[src/rtl/multicycle_controller_pkg.sv]
// Shared encodings for the multicycle RV32I control unit: opcodes, ALU codes,
// FSM states and the per-state control word.
package multicycle_controller_pkg;

    localparam logic [2:0] ALU_ADD = 3'b000;
    localparam logic [2:0] ALU_SUB = 3'b001;
    localparam logic [2:0] ALU_AND = 3'b010;
    localparam logic [2:0] ALU_OR  = 3'b011;
    localparam logic [2:0] ALU_SLT = 3'b101;

    localparam logic [6:0] OP_LW  = 7'b0000011;
    localparam logic [6:0] OP_SW  = 7'b0100011;
    localparam logic [6:0] OP_R   = 7'b0110011;
    localparam logic [6:0] OP_I   = 7'b0010011;
    localparam logic [6:0] OP_BEQ = 7'b1100011;
    localparam logic [6:0] OP_JAL = 7'b1101111;

    localparam logic [1:0] ALUOP_ADD   = 2'b00;
    localparam logic [1:0] ALUOP_SUB   = 2'b01;
    localparam logic [1:0] ALUOP_FUNCT = 2'b10;

    typedef enum logic [3:0] {
        StFetch,
        StDecode,
        StMemAdr,
        StMemRead,
        StMemWb,
        StMemWrite,
        StExecuteR,
        StExecuteI,
        StAluWb,
        StBeq,
        StJal
    } ctrl_state_t;

    typedef struct packed {
        logic       pcupdate;
        logic       branch;
        logic       adrsrc;
        logic       memwrite;
        logic       irwrite;
        logic       regwrite;
        logic [1:0] resultsrc;
        logic [1:0] alusrca;
        logic [1:0] alusrcb;
        logic [1:0] aluop;
    } ctrl_t;

    // Moore control word for a state; unlisted fields stay zero.
    function automatic ctrl_t state_ctrl(input ctrl_state_t s);
        ctrl_t c;
        c = '0;
        case (s)
            StDecode: begin
                c.alusrca = 2'b01;
                c.alusrcb = 2'b01;
            end
            StMemAdr: begin
                c.alusrca = 2'b10;
                c.alusrcb = 2'b01;
            end
            StMemRead: c.adrsrc = 1'b1;
            StMemWrite: begin
                c.adrsrc   = 1'b1;
                c.memwrite = 1'b1;
            end
            StMemWb: begin
                c.resultsrc = 2'b01;
                c.regwrite  = 1'b1;
            end
            StExecuteR: begin
                c.alusrca = 2'b10;
                c.aluop   = ALUOP_FUNCT;
            end
            StExecuteI: begin
                c.alusrca = 2'b10;
                c.alusrcb = 2'b01;
                c.aluop   = ALUOP_FUNCT;
            end
            StAluWb: c.regwrite = 1'b1;
            StBeq: begin
                c.alusrca = 2'b10;
                c.aluop   = ALUOP_SUB;
                c.branch  = 1'b1;
            end
            StJal: begin
                c.alusrca  = 2'b01;
                c.alusrcb  = 2'b10;
                c.pcupdate = 1'b1;
            end
            default: begin
                c.irwrite   = 1'b1;
                c.alusrcb   = 2'b10;
                c.resultsrc = 2'b10;
                c.pcupdate  = 1'b1;
            end
        endcase
        return c;
    endfunction

endpackage

[src/rtl/multicycle_controller_alu_decoder.sv]
// Combinational ALU decoder: maps ALUOp plus instruction fields to the ALU
// operation code.
module alu_decoder
    import multicycle_controller_pkg::*;
(
    input  logic [1:0] ALUOp,
    input  logic [2:0] funct3,
    input  logic       op5,
    input  logic       funct7b5,
    output logic [2:0] ALUControl
);

    always_comb begin
        ALUControl = ALU_ADD;
        case (ALUOp)
            ALUOP_ADD: ALUControl = ALU_ADD;
            ALUOP_SUB: ALUControl = ALU_SUB;
            ALUOP_FUNCT: begin
                case (funct3)
                    // Only R-type with funct7b5 set is sub; addi ignores bit 30.
                    3'b000:  ALUControl = ({op5, funct7b5} == 2'b11) ? ALU_SUB : ALU_ADD;
                    3'b010:  ALUControl = ALU_SLT;
                    3'b110:  ALUControl = ALU_OR;
                    3'b111:  ALUControl = ALU_AND;
                    default: ALUControl = ALU_ADD;
                endcase
            end
            default: ALUControl = ALU_ADD;
        endcase
    end

endmodule

[src/rtl/multicycle_controller.sv]
// Main control FSM for the multicycle RV32I datapath, with registered
// per-state control word, ImmSrc decode and ALU decoder.
module multicycle_controller
    import multicycle_controller_pkg::*;
(
    input  logic       clk,
    input  logic       reset_n,
    input  logic [6:0] op,
    input  logic [2:0] funct3,
    input  logic       funct7b5,
    input  logic       Zero,
    output logic       PCWrite,
    output logic       AdrSrc,
    output logic       MemWrite,
    output logic       IRWrite,
    output logic [1:0] ResultSrc,
    output logic [1:0] ALUSrcA,
    output logic [1:0] ALUSrcB,
    output logic [1:0] ImmSrc,
    output logic       RegWrite,
    output logic [2:0] ALUControl,
    output logic       IllegalOp
);

    ctrl_state_t state_q, state_d;
    ctrl_t       ctrl_q;
    logic        op_legal;

    always_comb begin
        op_legal = 1'b1;
        case (op)
            OP_LW, OP_SW, OP_R, OP_I, OP_BEQ, OP_JAL: op_legal = 1'b1;
            default:                                  op_legal = 1'b0;
        endcase
    end

    always_comb begin
        state_d = StFetch;
        case (state_q)
            StFetch: state_d = StDecode;
            StDecode: begin
                case (op)
                    OP_LW, OP_SW: state_d = StMemAdr;
                    OP_R:         state_d = StExecuteR;
                    OP_I:         state_d = StExecuteI;
                    OP_BEQ:       state_d = StBeq;
                    OP_JAL:       state_d = StJal;
                    default:      state_d = StFetch;
                endcase
            end
            StMemAdr:   state_d = (op == OP_SW) ? StMemWrite : StMemRead;
            StMemRead:  state_d = StMemWb;
            StExecuteR: state_d = StAluWb;
            StExecuteI: state_d = StAluWb;
            StJal:      state_d = StAluWb;
            default:    state_d = StFetch;
        endcase
    end

    // Control word is registered alongside the state so it is glitch-free.
    always_ff @(posedge clk or negedge reset_n) begin
        if (!reset_n) begin
            state_q <= StFetch;
            ctrl_q  <= state_ctrl(StFetch);
        end else begin
            state_q <= state_d;
            ctrl_q  <= state_ctrl(state_d);
        end
    end

    always_comb begin
        ImmSrc = 2'b00;
        case (op)
            OP_SW:   ImmSrc = 2'b01;
            OP_BEQ:  ImmSrc = 2'b10;
            OP_JAL:  ImmSrc = 2'b11;
            default: ImmSrc = 2'b00;
        endcase
    end

    alu_decoder u_alu_decoder (
        .ALUOp      (ctrl_q.aluop),
        .funct3     (funct3),
        .op5        (op[5]),
        .funct7b5   (funct7b5),
        .ALUControl (ALUControl)
    );

    // Enables are gated by reset so nothing fires while reset is held, yet
    // FETCH enables are live the moment reset is released.
    assign PCWrite   = reset_n & (ctrl_q.pcupdate | (ctrl_q.branch & Zero));
    assign IRWrite   = reset_n & ctrl_q.irwrite;
    assign MemWrite  = reset_n & ctrl_q.memwrite;
    assign RegWrite  = reset_n & ctrl_q.regwrite;
    assign IllegalOp = reset_n & (state_q == StDecode) & ~op_legal;
    assign AdrSrc    = ctrl_q.adrsrc;
    assign ResultSrc = ctrl_q.resultsrc;
    assign ALUSrcA   = ctrl_q.alusrca;
    assign ALUSrcB   = ctrl_q.alusrcb;

endmodule

[config.mk]
export PLATFORM = sky130hd
export DESIGN_NAME = multicycle_controller
export DESIGN_NICKNAME = d
export VERILOG_FILES = /design/src/rtl/multicycle_controller_pkg.sv /design/src/rtl/multicycle_controller_alu_decoder.sv /design/src/rtl/multicycle_controller.sv
export SDC_FILE = /design/constraint.sdc
export NUM_CORES = 1
export LEC_CHECK = 0
export ABC_AREA = 1
export BUFFER_PORTS_ARGS = -buffer_cell sky130_fd_sc_hd__clkbuf_2
export CORE_MARGIN = 1.5
export CORE_UTILIZATION = 44
export CTS_BUF_LIST = sky130_fd_sc_hd__clkbuf_16
export CTS_CLUSTER_DIAMETER = 120
export CTS_CLUSTER_SIZE = 8
export DETAILED_ROUTE_END_ITERATION = 7
export GPL_TIMING_DRIVEN = 0
export PLACE_DENSITY = 0.7
export SYNTH_ARGS = -nofsm -noshare
export SYNTH_HDL_FRONTEND = slang
export SYNTH_SLANG_ARGS = --single-unit
[constraint.sdc]
create_clock -name clk -period 1.3 [get_ports clk]
set_input_delay 0.065 -clock clk [delete_from_list [all_inputs] [get_ports clk]]
set_output_delay 0.065 -clock clk [all_outputs]
set_load 0.02 [all_outputs]
### After elaboration in Yosys (flattened, before gate mapping)

Cells that the tools add are included.
Widths: inputs -> output; s select.

| word-level totals | value |
|---|---|
| bits in registers | 18 |
| input port bits | 14 |
| output and inout bits | 17 |
| logic and storage cells | 81 |

| operators by class | value |
|---|---|
| equality and inequality tests | 28 |
| multiplexer cells | 18 |
| bitwise operators | 9 |
| reductions and logical operators | 15 |

Operators by type and width:

| cell | number |
|---|---|
| $pmux 4 s5 | 2 |
| $eq 4x3->1 const B | 6 |
| $reduce_or 9->1 | 2 |
| $eq 4x2->1 const B | 4 |
| $eq 4x4->1 const B | 4 |
| $pmux 2 s2 | 4 |
| $eq 7x6->1 const B | 2 |
| $eq 7x7->1 const B | 2 |
| $pmux 3 s4 | 1 |
| $reduce_or 6->1 | 2 |
| $reduce_or 10->1 | 1 |
| $reduce_or 2->1 | 5 |
| $eq 4x1->1 const B | 2 |
| $mux 1 | 8 |
| $and 1x1->1 | 7 |
| $eq 7x2->1 const B | 1 |
| $eq 7x5->1 const B | 1 |
| $eq 3x3->1 const B | 2 |
| $pmux 2 s3 | 1 |
| $pmux 3 s2 | 1 |
| $reduce_or 3->1 | 2 |
| $eq 2x2->1 const B | 2 |
| $logic_not 4->1 | 1 |
| $reduce_or 4->1 | 1 |
| other kinds (6) | 6 |

### Depth between registers and ports, before layout

| depth | value |
|---|---|
| depth after elaboration | 7 |
| mapped depth | 10 |
| mapped depth without buffers | 10 |

### Modules after synthesis

From an unflattened synthesis, not the netlist that was laid out.

| unflattened totals | value |
|---|---|
| cells, all modules | 127 |
| area, all modules | 988.4 um2 |

Modules (own cells, without submodules):

| module | instances | cells each | area each (um2) | seq. area each (um2) |
|---|---|---|---|---|
| multicycle_controller | 1 | 110 | 897.1 | 430.4 |
| alu_decoder | 1 | 17 | 91.3 | 0.0 |

### Least setup slack after synthesis

No wires, ideal clock.

| timing | value |
|---|---|
| path type | flip-flop to output port |
| start | reg ctrl_q[0] (netlist bit) |
| end | out ALUControl[2] |
| arrival time | 1.608 ns |
| required time | 1.235 ns |
| slack | -0.373 ns |
| stages on the path, launching flop included | 5 |
| buffers on the path | 0 |
| cells stage by stage | dfrtp_1 > inv_1 > ha_1 > or2_2 > nor4_1 |

| between the ends | value |
|---|---|
| cells in the longest elaborated chain, start to end | 2 |
| elaborated cells on any way between the ends | 3 |
| those cells by class | eq/ne (2); mux (1) |

Ends and longest elaborated chain:

| element | line | source |
|---|---|---|
| from (decl) | multicycle_controller.sv:26 | `ctrl_t ctrl_q;` |
| from (signal assigned) | multicycle_controller.sv:64 | `ctrl_q <= state_ctrl(StFetch);` |
| from (signal assigned) | multicycle_controller.sv:67 | `ctrl_q <= state_ctrl(state_d);` |
| $eq 2x2->1 / $eq 2x1->1 (equally long branches) | multicycle_controller_alu_decoder.sv:15 | `case (ALUOp)` |
| $pmux 3 s2 * | multicycle_controller_alu_decoder.sv:15 |  |
| to (decl) | multicycle_controller.sv:21 | `output logic [2:0] ALUControl,` |

Mark *: on every way between the ends. The rest lies on a longest branch, timed or not.

### Final worst setup path

Same ends and word-level chain as after synthesis.

==> flow_metrics.tcl <==
set metrics [dict create \
    synth.cell_area_um2 953.4 \
    maxCapViolations 0 \
    diodes 0 \
    overflow 0 \
    worstSetupStartpointType "register" \
    dp_hpwl_um 1432 \
    cts_made_buffers 3 \
    p_int_mw 1.532 \
    setup_slack_ps -224.3 \
    cp_slowest_stage_delay_ps 380 \
    worstPathArrival_ps 1460 \
    place.gp.congestion 0.8569 \
    cts-root-buf "clkbuf_16" \
    cp.required_ps 1240 \
    cts_htree_levels 1 \
    tightest_slew_ps 564.8 \
    maxSlewHeadroom 0.6222 \
    hold_viol_final 0 \
    ctsLongestPathBuffers 2 \
    clock_skew_ps 0.7783 \
    yosys.area.top_type "dfrtp_1" \
    failed_checks "setup timing" \
    rows 16 \
    first_global_vias 868 \
    timing.fmax_ghz 0.6560 \
    pwr-share-seq 0.323 \
    grtUsageTotal 0.1986 \
    end_kind "output pin" \
    clockPowerShare 0.253 \
    setup_tns_ps -1480 \
    synthCells 115 \
    grt_start_max_net_pins 14 \
    viasPerCell 4.837 \
    power_mw 2.340 \
    status "finished, violations left" \
    ys_seq_area_frac 0.4514 \
    hp-class "input port to register" \
    cts_tree "built" \
    min_period_ps 1524 \
    port_buffers 30 \
    fin_hold_ws_ps 304.4 \
    ys_ff_latch 17 \
    avgSynthCellArea_um2 8.291 \
    vias 919 \
    crit_chain "inv_2, ha_4, or2_4, nor4_4, buf_4" \
    pwr-share-comb 0.424 \
    critPathMaxFanout 2 \
    fp.dieH_um 49.55 \
    firstDrtPassIters 4 \
    cellPowerDensity_nw_per_um2 1589 \
    clkTransAtPathRegs_ps 50 \
    yosysUniqueCellTypes 23 \
    die_area_um2 2455 \
    ir_drop_mv 1.508 \
    synth_top_cell_area_share 0.3412 \
    synth_area_leaders "dfrtp_1 34%, dfstp_2 11%, inv_1 8.7%" \
    drtIter0Drc 28 \
    grt_pass1_wl_um 3608 \
    dp_cells 172 \
    wl_per_cell_um 12.69 \
    fin_crit_sh 1.173 \
    switchingPower_mw 0.8085 \
    path_class "register to output pin" \
    leakagePower_nw 0.8291 \
    syn_nets 131 \
    setup_viol 13 \
    area_delta_synth_final_pct 54.46 \
    die_w_um 49.55 \
    drive_gt1_frac 0.5521 \
    ys_warn_count 0 \
    drc 0 \
    nNetsFinal 180 \
    initial_core_util 0.4762 \
    routed_wl_um 2412 \
    cpMaxStageDelayCell "dfrtp_1" \
    coreArea_um2 2002 \
    antenna_found_initial 0 \
    io_pins 31 \
    final_cells 190 \
    clk_latency_ps 240 \
    slew_violations 0 \
    rsz0062_at_grt "yes" \
    drt.antenna.violating_nets 0 \
    cts.sinks 17 \
    sw_frac_of_total 0.3455 \
    fill_cells 134 \
]
[final timing paths]
| path | depth (start not counted) | end | from | slack (ps) |
|---|---|---|---|---|
| hold / removal | 5 | ctrl_q[10]$_DFF_PN0_ | op[5] | 300 |
| setup / recovery | 5 | ALUControl[2] | ctrl_q[0]$_DFF_PN0_ | -220 |
| hold reg to reg | 3 | ResultSrc[0]$_DFF_PN0_ | state_q[2]$_DFF_PN0_ | 610 |
| setup reg to reg | 9 | ALUSrcA[1]$_DFF_PN0_ | state_q[3]$_DFF_PN0_ | -150 |
| min in group asynchronous | 2 | ctrl_q[0]$_DFF_PN0_ | reset_n | 480 |
| max in group asynchronous | 2 | state_q[1]$_DFF_PN0_ | reset_n | 420 |
[cells in the mapped netlist (all sizes together)]
master,n
nand2,25
inv,23
nand3,14
nor2,14
dfrtp,13
buf,6
dfstp,4
a21oi,3
nor3,3
o21ai,3
ha,2
o22ai,2
a31oi,1
nor4,1
or2,1
[what timing repair did]
item,4_1_cts,5_1_grt
resized for setup,18,12
pin swaps,10,8
endpoints found under the setup margin,11,15
hold endpoints to repair,13,0
hold buffers,2,0
setup buffers,7,5
[cell families (layout without fill, tap and decap cells)]
| group | count (synthesis) | in the layout | share of synthesized area |
|---|---|---|---|
| AOI/OAI and AO/OA | 9 | 9 | 0.05905 |
| adders and majority gates | 2 | 2 | 0.02624 |
| buffers and inverters | 29 | 77 | 0.1378 |
| DFF | 17 | 17 | 0.4514 |
| and+or+nand+nor | 58 | 58 | 0.3255 |
[area by class of cell]
| class | instances | area [um^2] | share of cell area |
|---|---|---|---|
| Inverter | 23 | 86.33 | 0.05862 |
| Sequential cell | 17 | 431.7 | 0.2931 |
| Tap cell | 27 | 33.78 | 0.02294 |
| Buffer | 6 | 45.04 | 0.03059 |
| Timing Repair Buffer | 44 | 300.3 | 0.2039 |
| Clock inverter | 1 | 5.005 | 0.003398 |
| Clock buffer | 3 | 75.07 | 0.05098 |
| Multi-Input combinational cell | 69 | 495.5 | 0.3364 |
[per-stage QoR]
step	instance area (um^2)	util	worst slack (ps)
after floorplan	989.7	-	1.029
after global placement	1174	0.5863	-71.77
after detailed placement	1174	0.5863	-96.19
after CTS	1393	0.6956	-278.2
after global routing	1473	0.7356	-276.1
final	1473	0.7356	-224.3
[per-layer routing]
metal | GRT usage | vias to the layer above | routed length (um)
met2 | 0.3644 | 40 | 1273
met3 | 0.05758 | 8 | 145
met5 | 0 | - | 0
met1 | 0.2207 | 425 | 951
met4 | 0.05556 | 0 | 40
li1 | - | 446 | -
[power by group through the flow]
stage	Sequential, mW	Combinational (mW)	Clock [mW]
global route	0.770	1.06	0.631
finish	0.756	0.991	0.593
floorplan	0.748	0.529	0
detailed placement	0.756	0.716	0
global placement	0.750	0.700	0
CTS	0.749	0.846	0.606
[flip-flops by register name, summed over array words and instances, names as in the netlist]
register / count
ctrl_q: 6
AdrSrc: 1
state_q: 4
ResultSrc: 2
ALUSrcA: 2
ALUSrcB: 2
[placed cells by master (no fill, tap or decap), drive strengths merged]
| master | count |
|---|---|
| or2 | 1 |
| o22ai | 2 |
| ha | 2 |
| dfstp | 4 |
| a31oi | 1 |
| o21ai | 3 |
| dfrtp | 13 |
| buf | 21 |
| clkbuf | 30 |
| a21oi | 3 |
| nor2 | 14 |
| nand3 | 14 |
| nor3 | 3 |
| nor4 | 1 |
| dlygate4sd3 | 2 |
| clkinv | 1 |
| inv | 23 |
| nand2 | 25 |
[critical path, delay by kind of cell (launching register included)]
kind / cells / cell delay, ps
flops: 1 / 380
simple gates: 2 / 380
buf+inv: 2 / 250
fa+ha+maj: 1 / 200
No activity file was read; power rests on OpenSTA's default activity.
